**config.mk**
```make
export PLATFORM = sky130hd
export DESIGN_NAME = serial_word_transmitter_flat
export DESIGN_NICKNAME = d
export VERILOG_FILES = /design/src/rtl/serial_word_transmitter_if.sv /design/src/rtl/serial_word_transmitter.sv /design/src/flat_wrapper.sv
export SDC_FILE = /design/constraint.sdc
export NUM_CORES = 1
export LEC_CHECK = 0
export ABC_CLOCK_PERIOD_IN_PS = 1740
export CORE_MARGIN = 3
export CORE_UTILIZATION = 35
export DETAILED_ROUTE_END_ITERATION = 8
export GPL_TIMING_DRIVEN = 0
export HOLD_SLACK_MARGIN = 0.03
export SYNTH_ARGS = -nofsm -noshare
export SYNTH_HDL_FRONTEND = slang
export SYNTH_SLANG_ARGS = --single-unit
```
**constraint.sdc**
```tcl
create_clock -name clk -period 1.74 [get_ports clk]
set_clock_uncertainty 0.15 [all_clocks]
set_input_delay 0.348 -clock clk [delete_from_list [all_inputs] [get_ports clk]]
set_output_delay 0.348 -clock clk [all_outputs]
set_load 0.05 [all_outputs]
```
**src/rtl/serial_word_transmitter_if.sv**
```systemverilog
// Parallel-load / serial-out handshake bundle for serial_word_transmitter.
// The producer uses the master modport; the transmitter uses the slave modport.
interface serial_word_transmitter_if #(
    parameter int N = 8
);
    logic [N-1:0] din;
    logic         load_valid;
    logic         load_ready;
    logic         serial_out;
    logic         shift_en;
    logic         busy;
    logic         done;

    modport master (
        output din, load_valid,
        input  load_ready, serial_out, shift_en, busy, done
    );

    modport slave (
        input  din, load_valid,
        output load_ready, serial_out, shift_en, busy, done
    );
endinterface

```
**src/rtl/serial_word_transmitter.sv**
```systemverilog
// Parallel-in/serial-out word transmitter with a programmable bit period and a sample strobe.
// Optional even-parity trailer bit is enabled by defining SERIAL_TX_PARITY_EN.
module serial_word_transmitter #(
    parameter int N         = 8,
    parameter int DIV       = 4,
    parameter int MSB_FIRST = 1
) (
    input  logic                       clk,
    input  logic                       reset,
    serial_word_transmitter_if.slave   bus
);
`ifdef SERIAL_TX_PARITY_EN
    localparam int W = N + 1;
`else
    localparam int W = N;
`endif
    localparam int BW  = (W > 1) ? $clog2(W) : 1;
    localparam int DW  = (DIV > 1) ? $clog2(DIV) : 1;
    localparam bit MSB = (MSB_FIRST != 0);

    localparam logic [BW-1:0] BIT_LAST = BW'(W - 1);
    localparam logic [DW-1:0] DIV_LAST = DW'(DIV - 1);

    localparam logic [1:0] IDLE  = 2'd0;
    localparam logic [1:0] SHIFT = 2'd1;
    localparam logic [1:0] DONE  = 2'd2;

    logic [1:0]    state_q, state_d;
    logic [W-1:0]  shreg_q, shreg_d;
    logic [BW-1:0] bit_cnt_q, bit_cnt_d;
    logic [DW-1:0] div_cnt_q, div_cnt_d;
    logic          serial_out_q, serial_out_d;
    logic          shift_en_q, shift_en_d;
    logic          done_q, done_d;
    logic          busy_q, busy_d;
    logic [W-1:0]  load_word;

    // Parity sits at the far end of the shift register so it leaves after the data bits.
`ifdef SERIAL_TX_PARITY_EN
    assign load_word = MSB ? {bus.din, ^bus.din} : {^bus.din, bus.din};
`else
    assign load_word = bus.din;
`endif

    always_comb begin
        state_d   = state_q;
        shreg_d   = shreg_q;
        bit_cnt_d = bit_cnt_q;
        div_cnt_d = div_cnt_q;
        case (state_q)
            IDLE: begin
                if (bus.load_valid) begin
                    shreg_d   = load_word;
                    bit_cnt_d = '0;
                    div_cnt_d = '0;
                    state_d   = SHIFT;
                end
            end
            SHIFT: begin
                if (div_cnt_q == DIV_LAST) begin
                    div_cnt_d = '0;
                    bit_cnt_d = bit_cnt_q + 1'b1;
                    shreg_d   = MSB ? (shreg_q << 1) : (shreg_q >> 1);
                    if (bit_cnt_q == BIT_LAST)
                        state_d = DONE;
                end else begin
                    div_cnt_d = div_cnt_q + 1'b1;
                end
            end
            DONE:    state_d = IDLE;
            default: state_d = IDLE;
        endcase
    end

    // Outputs are registered from next-state values so they line up with the state they describe.
    always_comb begin
        serial_out_d = (state_d == SHIFT) && (MSB ? shreg_d[W-1] : shreg_d[0]);
        shift_en_d   = (state_d == SHIFT) && (div_cnt_d == DIV_LAST);
        done_d       = (state_d == DONE);
        busy_d       = (state_d != IDLE);
    end

    always_ff @(posedge clk or posedge reset) begin
        if (reset) begin
            state_q      <= IDLE;
            shreg_q      <= '0;
            bit_cnt_q    <= '0;
            div_cnt_q    <= '0;
            serial_out_q <= 1'b0;
            shift_en_q   <= 1'b0;
            done_q       <= 1'b0;
            busy_q       <= 1'b0;
        end else begin
            state_q      <= state_d;
            shreg_q      <= shreg_d;
            bit_cnt_q    <= bit_cnt_d;
            div_cnt_q    <= div_cnt_d;
            serial_out_q <= serial_out_d;
            shift_en_q   <= shift_en_d;
            done_q       <= done_d;
            busy_q       <= busy_d;
        end
    end

    assign bus.load_ready = (state_q == IDLE);
    assign bus.serial_out = serial_out_q;
    assign bus.shift_en   = shift_en_q;
    assign bus.done       = done_q;
    assign bus.busy       = busy_q;
endmodule
```
**src/flat_wrapper.sv**
```systemverilog
// flat-port wrapper written by rule: the top's interface ports become plain ports
module serial_word_transmitter_flat 
#(
    parameter int N         = 8,
    parameter int DIV       = 4,
    parameter int MSB_FIRST = 1
)
  (clk, reset, bus_din, bus_load_valid, bus_load_ready, bus_serial_out, bus_shift_en, bus_busy, bus_done);
  serial_word_transmitter_if #(.N(N)) bus_i ();
  input  logic clk;
  input  logic reset;
  input wire logic [$bits(bus_i.din)-1:0] bus_din;
  input wire logic [$bits(bus_i.load_valid)-1:0] bus_load_valid;
  output wire logic [$bits(bus_i.load_ready)-1:0] bus_load_ready;
  output wire logic [$bits(bus_i.serial_out)-1:0] bus_serial_out;
  output wire logic [$bits(bus_i.shift_en)-1:0] bus_shift_en;
  output wire logic [$bits(bus_i.busy)-1:0] bus_busy;
  output wire logic [$bits(bus_i.done)-1:0] bus_done;
  assign bus_i.din = bus_din;
  assign bus_i.load_valid = bus_load_valid;
  assign bus_load_ready = bus_i.load_ready;
  assign bus_serial_out = bus_i.serial_out;
  assign bus_shift_en = bus_i.shift_en;
  assign bus_busy = bus_i.busy;
  assign bus_done = bus_i.done;
  serial_word_transmitter #(.N(N), .DIV(DIV), .MSB_FIRST(MSB_FIRST)) u_core (.clk(clk), .reset(reset), .bus(bus_i));
endmodule
```
=== Word level (Yosys, flattened, before mapping) ===
Index checks and enable logic that the tools add are counted.
Widths: inputs -> output; s select.

* Register bits: 19
* Input port bits: 11
* Output and inout bits: 5
* Logic and storage cells: 38

* $add $sub $neg: 2
* Eq/ne operators: 8
* Mux-type cells: 13
* Reductions and logical operators: 6

{| class="wikitable"
|+ Operators with widths
! cell !! number
|-
| $mux 8 || 2
|-
| $pmux 8 s2 || 1
|-
| $mux 2 || 5
|-
| $pmux 2 s2 || 2
|-
| $eq 2x2->1 const B || 3
|-
| $mux 3 || 2
|-
| $pmux 3 s2 || 1
|-
| $eq 2x1->1 const B || 2
|-
| $reduce_bool 2->1 || 2
|-
| $add 3x1->3 const B || 1
|-
| $eq 3x3->1 const B || 1
|-
| $reduce_and 3->1 || 1
|-
| $add 2x1->2 const B || 1
|-
| $logic_and 1x1->1 || 2
|-
| $logic_not 2->1 || 1
|-
| $ne 2x1->1 const B || 1
|-
| $ne 2x2->1 const B || 1
|}

=== Logic depth before layout (Yosys ltp) ===
* Word-level depth: 6
* Depth in mapped cells: 6
* Depth with buffers taken out: 4

=== Worst setup path after synthesis ===
OpenSTA, ideal clock, no wires.

* Path type: flip-flop to flip-flop
* From: register u_core.div_cnt_q[0]
* To: register u_core.shreg_q[1]
* Library setup time: 118 ps
* Arrival: 1403 ps
* Required time: 1472 ps
* Path slack: 69 ps
* Stages on the path, launching flop included: 7
* Path buffers: 2
* Clock period less this slack: 1671 ps
* Cells stage by stage: dfrtp_1 -> ha_1 -> buf_2 -> and3b_1 -> buf_6 -> a22o_1 -> a21o_1

* Cells in the longest elaborated chain, start to end: 3

{| class="wikitable"
|+ RTL lines
! what !! line !! source
|-
| start: declaration || serial_word_transmitter.sv:31 || <nowiki>logic [DW-1:0] div_cnt_q, div_cnt_d;</nowiki>
|-
| start signal: assignment || serial_word_transmitter.sv:97 || <nowiki>div_cnt_q <= div_cnt_d;</nowiki>
|-
| $eq 2x2->1 || serial_word_transmitter.sv:60 || <nowiki>if (div_cnt_q == DIV_LAST) begin</nowiki>
|-
| $ne 2x1->1 (no line) || -- ||
|-
| $reduce_and 3->1 (no line) || -- ||
|-
| end signal: assignment || serial_word_transmitter.sv:95 || <nowiki>shreg_q <= shreg_d;</nowiki>
|-
| end: declaration || serial_word_transmitter.sv:29 || <nowiki>logic [W-1:0] shreg_q, shreg_d;</nowiki>
|}

No other way between the ends.
A chain may end at the register's enable or synchronous reset.

=== Worst setup path in the final report ===
* From: register u_core.state_q[0]
* To: output port bus_load_ready

* Cells in the longest elaborated chain, start to end: 1

{| class="wikitable"
|+ RTL lines
! what !! line !! source
|-
| start: declaration || serial_word_transmitter.sv:28 || <nowiki>logic [1:0] state_q, state_d;</nowiki>
|-
| start signal: assignment || serial_word_transmitter.sv:94 || <nowiki>state_q <= state_d;</nowiki>
|-
| $logic_not 2->1 || serial_word_transmitter.sv:105 || <nowiki>assign bus.load_ready = (state_q == IDLE);</nowiki>
|-
| end: declaration || flat_wrapper.sv:14 || <nowiki>output wire logic [$bits(bus_i.load_ready)-1:0] bus_load_ready;</nowiki>
|}

No other way between the ends.

==> impl_metrics.env <==
export IMPL_finalHoldViolCount=0
export IMPL_syn_area_um2=866
export IMPL_whs_ns=0.316
export IMPL_syn_area_per_cell_um2=12.7
export IMPL_first_iter_violations=5
export IMPL_arrival_ns=1.17
export IMPL_pre_cts_slack_ns=-0.278
export IMPL_synth_seq_area_share_pct=54.9
export IMPL_die_w_um=55.7
export IMPL_start_util_pct=38.0
export IMPL_pin_count=16
export IMPL_clk_latency_ns=0.30
export IMPL_cts_buffers=3
export IMPL_tightestPinTransition_ns=0.735
export IMPL_clock_sinks=19
export IMPL_critPathTopFamily="flip-flops"
export IMPL_hp_class="input pin to async pin"
export IMPL_async_flop_share_pct=100
export IMPL_syn_instance_count=68
export IMPL_synth_seq_cells=19
export IMPL_cp_startpoint="u_core.state_q[0]"
export IMPL_cts_tree="done"
export IMPL_clockRootBuffer="clkbuf_4"
export IMPL_die_area_um2=3110
export IMPL_vias=633
export IMPL_cpPeakStageDelay_ns=0.41
export IMPL_period_minus_slack_ns=1.67
export IMPL_fin_nets=104
export IMPL_worstSetupEndpointType="primary output"
export IMPL_diodes=0
export IMPL_r2r_start="u_core.div_cnt_q[0]"
export IMPL_core_region_area_um2=2280
export IMPL_status="complete, no violations"
export IMPL_worst_slack_ns=0.0727
export IMPL_finalCritPeriodShare_pct=95.8
export IMPL_path_cells="buf_6 > nor2_1 > clkbuf_4"
export IMPL_fp_dieH_um=55.7
export IMPL_p_leak_nw=0.557
export IMPL_grt_pass1_vias=665
export IMPL_startpoint_type="register"
export IMPL_ant_nets=0
export IMPL_postCtsHoldBufs=0
export IMPL_slew_headroom_pct=51.0
export IMPL_layout_drive_gt1_share_pct=18.0
export IMPL_slew_violations=0
export IMPL_p_per_area_nw_per_um2=1520
export IMPL_critPathSlowestCell="dfrtp_1"
export IMPL_antenna_found_initial=0
export IMPL_portBuffers=15
export IMPL_gp_congestion=0.775
export IMPL_routed_via_density=5.41
export IMPL_cp_num_buf_inv=2
export IMPL_clock_fmax_mhz=600
export IMPL_ys_warn_count=0
export IMPL_clk_path_buf_depth=2
export IMPL_synth_edf_count=0
export IMPL_synth_top_flop_cell="dfrtp_1"
export IMPL_cap_violations=0
export IMPL_synth_nets=82
export IMPL_path_max_fanout=10
export IMPL_overflow=0
export IMPL_finalSetupViolations=0
export IMPL_grt_usage_pct=12.4
export IMPL_rsz0062_at_grt="false"
export IMPL_drt_wl_total_um=1660
export IMPL_drc=0
export IMPL_critical_path_class="register to primary output"
export IMPL_ys_types=27
export IMPL_avgRoutedWirePerCell_um=14.2
export IMPL_ir_worst_vdd_mv=0.669
export IMPL_crit_required_ns=1.24
export IMPL_fillCellCount=205
export IMPL_dr_pass1_iters=4
export IMPL_synthToLayoutAreaGrowth_pct=25.9
export IMPL_placementRows=17
export IMPL_h_tree_depth=1
export IMPL_clkTransAtPathRegs_ns=0.11
export IMPL_grt_max_degree=20
export IMPL_grt_pass1_wl_um=3040
==> kinds of logic (layout without fill, tap and decap cells) <==
logic type | count (synthesis) | in the layout | share of synthesized area [%]
AOI/OAI and AO/OA | 23 | 23 | 22.4
adders and majority gates | 3 | 3 | 4.34
buffers and inverters | 6 | 27 | 4.48
DFF | 19 | 19 | 54.9
muxes | 1 | 1 | 1.30
and+or+nand+nor | 16 | 16 | 12.6
==> cell type report <==
type                    count  area, um^2  area share, %
clock buffers               4        26.3           2.41
plain buffers               2        22.5           2.07
multi-input cells          43         354           32.5
flip-flops and latches     19         475           43.6
well taps                  28        35.0           3.21
inverters                   3        11.3           1.03
repair buffers             18         165           15.2
==> synth_stat cells, drive strengths merged (2+ instances only) <==
cell type | n | area (um^2)
nand2 | 4 | 15.0
inv | 2 | 7.51
dfrtp | 19 | 475
a21o | 6 | 45.0
ha | 3 | 37.5
a22o | 9 | 78.8
buf | 3 | 27.5
nor2 | 4 | 22.5
nand2b | 2 | 12.5
==> report_power, final <==
group	internal (mW)	leakage (nW)	switching (mW)
logic	0.373	0.301	0.375
clock network	0.0893	0.0150	0.139
registers	0.596	0.241	0.0804
total	1.06	0.557	0.594
==> worst reg2reg max path: cells and delay by family, from the launching register on <==
kind	cells	cell delay, ns
buffers and inverters	1	0.14
AOI/OAI and AO/OA	2	0.37
adders and majority gates	1	0.25
DFF	1	0.41
and+or+nand+nor	1	0.21
==> per-stage QoR <==
step                      instances  utilization [%]  total power, mW  setup TNS (ns)  instance area, um^2
after floorplan                  68                -             1.24               0                  866
after global placement          111             46.2             1.40           -1.94                 1050
after detailed placement        111             46.2             1.42           -2.10                 1050
after CTS                       116             47.2             1.65               0                 1070
after global routing            117             47.9             1.79               0                 1090
final                           117             47.9             1.65               0                 1090
==> final timing paths <==
path	cells after the start	to	slack [ns]
setup / recovery	3	bus_load_ready	0.07
hold / removal	2	u_core.shreg_q[2]	0.32
setup reg to reg	5	u_core.shreg_q[5]	0.11
hold reg to reg	1	u_core.shreg_q[4]	0.34
max in group asynchronous	2	u_core.shreg_q[0]	0.66
min in group clk	1	u_core.shreg_q[4]	0.34
==> what timing repair did <==
item,in CTS,in global routing
buffers inserted,1,2
setup endpoints to repair,13,10
pin swaps,0,1
resized for setup,9,2
cloned,0,0
==> routing by layer <==
metal,routed length (um),global-route usage [%],part of all wire (%),vias to the layer above
li1,-,-,-,292
met1,767,16.1,46,325
met2,800,19.1,48,11
met3,49,2.78,3.0,5
met4,40,6.25,2.4,0
met5,0,0,0,-
==> sequential cells by signal (all words and copies together) (netlist names) <==
register               cells
u_core.bit_cnt_q           3
u_core.bus.shift_en        1
u_core.div_cnt_q           2
u_core.shreg_q             8
u_core.state_q             2
u_core.bus.serial_out      1
u_core.bus.busy            1
u_core.bus.done            1
==> layout by cell type, fill, tap and decap left out, drive strengths merged <==
| cell type | count |
|---|---|
| a31o | 1 |
| nor2b | 1 |
| o31ai | 1 |
| dfrtp | 19 |
| a21o | 6 |
| clkdlybuf4s50 | 10 |
| clkbuf | 5 |
| buf | 5 |
| nand3 | 1 |
| a22o | 9 |
| ha | 3 |
| dlygate4sd2 | 4 |
| nor3 | 1 |
| mux2 | 1 |
| nor3b | 1 |
| nand2 | 4 |
| o21bai | 1 |
| o221a | 1 |
| and3b | 1 |
| nor4b | 1 |
| o211a | 1 |
| a31oi | 1 |
| inv | 2 |
| clkinv | 1 |
| a21oi | 1 |
| nand2b | 2 |
| a32o | 1 |
| nor2 | 4 |
Power figures use the tool's default switching activity.
